[src/rtl/iterative_alu.sv]
// iterative_alu: registered ALU with multi-cycle shift-add MULTU; restoring DIVU
// is built only when ITERATIVE_ALU_DIV_EN is defined.
module iterative_alu #(
  parameter int WIDTH = 32
) (
  input  logic             clk,
  input  logic             rst_n,
  input  logic             start_i,
  input  logic [3:0]       alu_control,
  input  logic [WIDTH-1:0] op1_i,
  input  logic [WIDTH-1:0] op2_i,
  output logic [WIDTH-1:0] result_o,
  output logic             zero_o,
  output logic             valid_o,
  output logic             busy_o,
  output logic [WIDTH-1:0] hi_o,
  output logic [WIDTH-1:0] lo_o
);
  localparam int CW = $clog2(WIDTH + 1);
  localparam logic [3:0] OP_MULTU = 4'b1101;
  localparam logic [3:0] OP_DIVU = 4'b1110;
  typedef enum logic [1:0] {IDLE, MUL, DIV} state_t;
  state_t state, state_d;
  logic [CW-1:0] cnt, cnt_d;
  logic [2*WIDTH-1:0] acc, acc_d, mul_nx, step;
  logic [WIDTH-1:0] opb, opb_d, alu_res, res_d, hi_d, lo_d;
  logic [WIDTH:0] mul_sum;
  logic valid_d;
  // acc = {partial product, remaining multiplier bits}; one bit retired per cycle
  assign mul_sum = {1'b0, acc[2*WIDTH-1:WIDTH]} + {1'b0, opb & {WIDTH{acc[0]}}};
  assign mul_nx = {mul_sum, acc[WIDTH-1:1]};
`ifdef ITERATIVE_ALU_DIV_EN
  logic [WIDTH:0] rem_sh;
  logic [WIDTH+1:0] diff;
  logic [2*WIDTH-1:0] div_nx;
  // acc = {remainder, dividend bits shifting out / quotient bits shifting in}
  assign rem_sh = {acc[2*WIDTH-1:WIDTH], acc[WIDTH-1]};
  assign diff = {1'b0, rem_sh} - {2'b0, opb};
  assign div_nx = {diff[WIDTH+1] ? rem_sh[WIDTH-1:0] : diff[WIDTH-1:0], acc[WIDTH-2:0], ~diff[WIDTH+1]};
  assign step = state == DIV ? div_nx : mul_nx;
`else
  assign step = mul_nx;
`endif
  assign busy_o = state != IDLE;
  always_comb begin
    case (alu_control)
      4'b0000: alu_res = op1_i & op2_i;
      4'b0001: alu_res = op1_i | op2_i;
      4'b0010: alu_res = op1_i + op2_i;
      4'b0110: alu_res = op1_i - op2_i;
      4'b0111: alu_res = {{(WIDTH-1){1'b0}}, $signed(op1_i) < $signed(op2_i)};
      4'b1011: alu_res = {{(WIDTH-1){1'b0}}, op1_i < op2_i};
      4'b1100: alu_res = ~(op1_i | op2_i);
      default: alu_res = '0;
    endcase
  end
  always_comb begin
    state_d = state;
    cnt_d = cnt;
    acc_d = acc;
    opb_d = opb;
    res_d = result_o;
    hi_d = hi_o;
    lo_d = lo_o;
    valid_d = 1'b0;
    case (state)
      IDLE: if (start_i) begin
        if (alu_control == OP_MULTU) begin
          state_d = MUL;
          cnt_d = CW'(WIDTH);
          acc_d = {{WIDTH{1'b0}}, op1_i};
          opb_d = op2_i;
        end
`ifdef ITERATIVE_ALU_DIV_EN
        else if (alu_control == OP_DIVU && op2_i != '0) begin
          state_d = DIV;
          cnt_d = CW'(WIDTH);
          acc_d = {{WIDTH{1'b0}}, op1_i};
          opb_d = op2_i;
        end else if (alu_control == OP_DIVU) begin
          valid_d = 1'b1;
          res_d = '1;
          hi_d = op1_i;
          lo_d = '1;
        end
`endif
        else begin
          valid_d = 1'b1;
          res_d = alu_res;
        end
      end
      MUL, DIV: begin
        acc_d = step;
        cnt_d = cnt - CW'(1);
        if (cnt == CW'(1)) begin
          state_d = IDLE;
          valid_d = 1'b1;
          hi_d = step[2*WIDTH-1:WIDTH];
          lo_d = step[WIDTH-1:0];
          res_d = step[WIDTH-1:0];
        end
      end
      default: state_d = IDLE;
    endcase
  end
  always_ff @(posedge clk) begin
    if (!rst_n) begin
      state <= IDLE;
      cnt <= '0;
      acc <= '0;
      opb <= '0;
      result_o <= '0;
      zero_o <= 1'b1;
      valid_o <= 1'b0;
      hi_o <= '0;
      lo_o <= '0;
    end else begin
      state <= state_d;
      cnt <= cnt_d;
      acc <= acc_d;
      opb <= opb_d;
      result_o <= res_d;
      zero_o <= res_d == '0;
      valid_o <= valid_d;
      hi_o <= hi_d;
      lo_o <= lo_d;
    end
  end
endmodule
[config.mk]
export PLATFORM = sky130hd
export DESIGN_NAME = iterative_alu
export DESIGN_NICKNAME = d
export VERILOG_FILES = /design/src/rtl/iterative_alu.sv
export SDC_FILE = /design/constraint.sdc
export NUM_CORES = 1
export LEC_CHECK = 0
export ABC_AREA = 0
export CAP_MARGIN = 25
export CORE_MARGIN = 1.5
export CORE_UTILIZATION = 50
export CTS_CLUSTER_DIAMETER = 80
export DETAILED_ROUTE_END_ITERATION = 6
export HOLD_SLACK_MARGIN = 0.12
export PLACE_DENSITY = 0.72
export SYNTH_ARGS = -nofsm -noshare
export SYNTH_HDL_FRONTEND = slang
export SYNTH_SLANG_ARGS = --single-unit
[constraint.sdc]
create_clock -name clk -period 3.2 [get_ports clk]
set_input_delay 0.48 -clock clk [delete_from_list [all_inputs] [get_ports clk]]
set_output_delay 0.48 -clock clk [all_outputs]
set_load 0.02 [all_outputs]
==> results.ini <==
[timing]
rsz0062_at_grt = true
setup_ws_ns = -0.186
worstMarginPinSlew_ns = 0.748
finalHoldViolCount = 0
post-route-min-period_ns = 3.39
hold_slack_ns = 0.374
finalClockSkew_ns = 0.0217
period_share = 1.06
setup_viol = 12
slew_headroom = 0.501
slew_violations = 0
max_freq_mhz = 295

[layout]
layout_common_cells = buf_4 (493), nand2_1 (366), a21oi_1 (278), nor2_1 (225), dfxtp_1 (199)
fin_nets = 2922
drive_gt1_frac = 0.299
mostFrequentLayoutCell = buf_4
post-route-util = 0.771
syn2layout_area_growth_pct = 50.8
nFillCells = 2136
final_cell_area_um2 = 23000

[critical_path]
path_cells = buf_4, and2_1, ha_1, a21o_1, a21o_1, a21oi_2, o31ai_1, a21oi_1, o21ai_2, a2111o_1, a311o_1, xor2_2, a21oi_1, nor2_1
cp_num_buf_inv = 1
slowest_delay_ns = 0.45
cpMaxStageDelayCell = a311o_1
start_kind = register
arrival_ns = 3.79
critPathCaptureType = register
crit_family = compound AO/OA/AOI/OAI gates
path_max_fanout = 11
critical_path_class = reg -> reg
cp.required_ns = 3.60

[clocking]
clk_pin_slew_ns = 0.06
cts_root_buf = clkbuf_16
htree_num_levels = 1
clock_latency_ns = 0.52
ctsHoldBuffers = 0
cts_tree = yes
numCtsBuffers = 23
cts.sinks = 201
clockBufferDepth = 3

[global_routing]
antenna_found_initial = 0
track_usage = 0.407
grt_pass1_wl_mm = 99.6
grt_overflow_total = 0
grt_start_max_net_pins = 87
grt_pass1_vias = 17900

[yosys]
yosys-top-cells-area = dfxtp_1 (26%), ha_1 (11%), a21oi_1 (10%), nand2_1 (9.0%), nor2_1 (5.8%)
syn_nets = 2346
ys_types = 97
yosysTopAreaCell = dfxtp_1
synth_top_area_frac = 0.263
synth_cells = 2142
syn-cell-area_um2 = 15300
ys_warn_count = 0
synth-seq-area-share = 0.263
yosys_most_used_dff = dfxtp_1
syn_avg_cell_area_um2 = 7.13
synth_edf_count = 0
ys_seq_elements = 201
async_reset_ff_frac = 0

[floorplanning]
dieArea_um2 = 31600
initial_core_util = 0.511
ios = 170
die_w_um = 178
core_um2 = 29900
row_count = 63
die_y_um = 178

[route]
first_pass_iters = 7
wire_per_inst_um = 22.0
drt_iter0_drc = 2145
vias = 19200
vias_per_cell = 6.14
drcViolationCount = 1
wirelength_mm = 68.7
ant_nets = 0

[pwr]
p_sw_frac = 0.315
p_seq_frac = 0.331
switching_power_mw = 2.44
comb_power_share = 0.309
power_leakage_nw = 9.78
power_frac_clock = 0.360
powerDensity_nw_per_um2 = 337
peakVddDrop_mv = 0.333
power_mw = 7.76
intPower_mw = 5.32

[outcome]
violations = design-rule violations, negative setup slack
status = finished with violations

[placed_design]
dpl-instance-area_um2 = 20700
dp_hpwl_mm = 50.3
gp_congestion = 1.07
io_buffer_count = 169
dp_slack_ns = -1.08

[run]
maxCapViolCount = 0

[min_path]
hold_class = in -> reg

[synth_stat cells, drive strengths merged, types with 14 or more instances]
library cell and instances:
mux2i 26, buf 28, o31ai 22, nor4 20, nor2b 15, a21o 18, and3 16, dfxtp 201
o211ai 23, and2 48, nor3 43, inv 112, nand2b 19, ha 130, nor2 236, nand2 367
o21ai 61, xor2 14, clkbuf 105, a221oi 25, nand3 37, a22oi 17, xnor2 33, a21oi 309
[final timing paths]
path / start / endpoint / slack, ns / depth (start not counted)
worst max-delay path: acc[0]$_SDFFE_PN0P_ / acc[61]$_SDFFE_PN0P_ / -0.19 / 14
worst min-delay path: op2_i[6] / opb[6]$_SDFFE_PN0P_ / 0.37 / 4
worst max register to register: acc[0]$_SDFFE_PN0P_ / acc[61]$_SDFFE_PN0P_ / -0.19 / 14
worst min register to register: opb[24]$_SDFFE_PN0P_ / opb[24]$_SDFFE_PN0P_ / 0.45 / 2
[metal layers]
layer | GRT usage | routed length (um) | up-vias
li1 | - | - | 8682
met1 | 0.553 | 28200 | 9072
met2 | 0.643 | 30400 | 1230
met3 | 0.0850 | 7710 | 215
met4 | 0.127 | 2410 | 0
met5 | 0 | 0 | -
[cells by family (layout without fill, tap and decap cells)]
family | count (synthesis) | count (layout) | share of synthesized area
and+or+nand+nor | 863 | 863 | 0.255
AOI/OAI and AO/OA | 621 | 621 | 0.261
other | 0 | 1 | 0
adders and majority gates | 133 | 133 | 0.110
DFF | 201 | 201 | 0.263
buffers and inverters | 246 | 839 | 0.0620
xor gates and xnor gates | 47 | 47 | 0.0274
muxes | 31 | 31 | 0.0207
[tightest hold or removal path, delay by kind of cell]
family          cells  cell delay, ns
buf+inv             2            0.25
compound gates      1            0.05
simple gates        1            0.05
[power by group through the flow]
stage / Combinational, mW / Sequential [mW] / Clock, mW
floorplan: 0.933 / 2.63 / 0
global placement: 2.01 / 2.62 / 0
detailed placement: 2.02 / 2.62 / 0
CTS: 2.20 / 2.57 / 2.77
global route: 2.52 / 2.57 / 2.88
finish: 2.40 / 2.57 / 2.79
[state kept, by name, summed over array words and instances (netlist names)]
signal	flops
acc	64
cnt	6
hi_o	32
lo_o	32
opb	32
result_o	32
state	1
valid_o	1
zero_o	1
[timing repair]
action | 4_1_cts | 5_1_grt
gates resized for setup | 228 | 118
setup buffers | 35 | 17
endpoints found under the setup margin | 24 | 26
pin swaps | 76 | 53
[cell type report]
| class | instances | area [um2] | share of cell area |
|---|---|---|---|
| Sequential cell | 201 | 4030 | 0.175 |
| Clock inverter | 13 | 166 | 0.00722 |
| Clock buffer | 29 | 628 | 0.0273 |
| Inverter | 113 | 452 | 0.0196 |
| Antenna cell | 1 | 2.50 | 0.000109 |
| Tap cell | 390 | 488 | 0.0212 |
| Multi-Input combinational cell | 1695 | 11600 | 0.502 |
| Timing Repair Buffer | 684 | 5710 | 0.248 |
[per-stage QoR]
| step | TNS (ns) | cells |
|---|---|---|
| CTS | -0.168 | 3108 |
| detailed placement | -14.48 | 3031 |
| finish | -1.16 | 3126 |
| global route | -2.46 | 3125 |
| global placement | -13.50 | 3031 |
| floorplan | 0 | 2142 |
No activity file was read; power rests on OpenSTA's default activity.
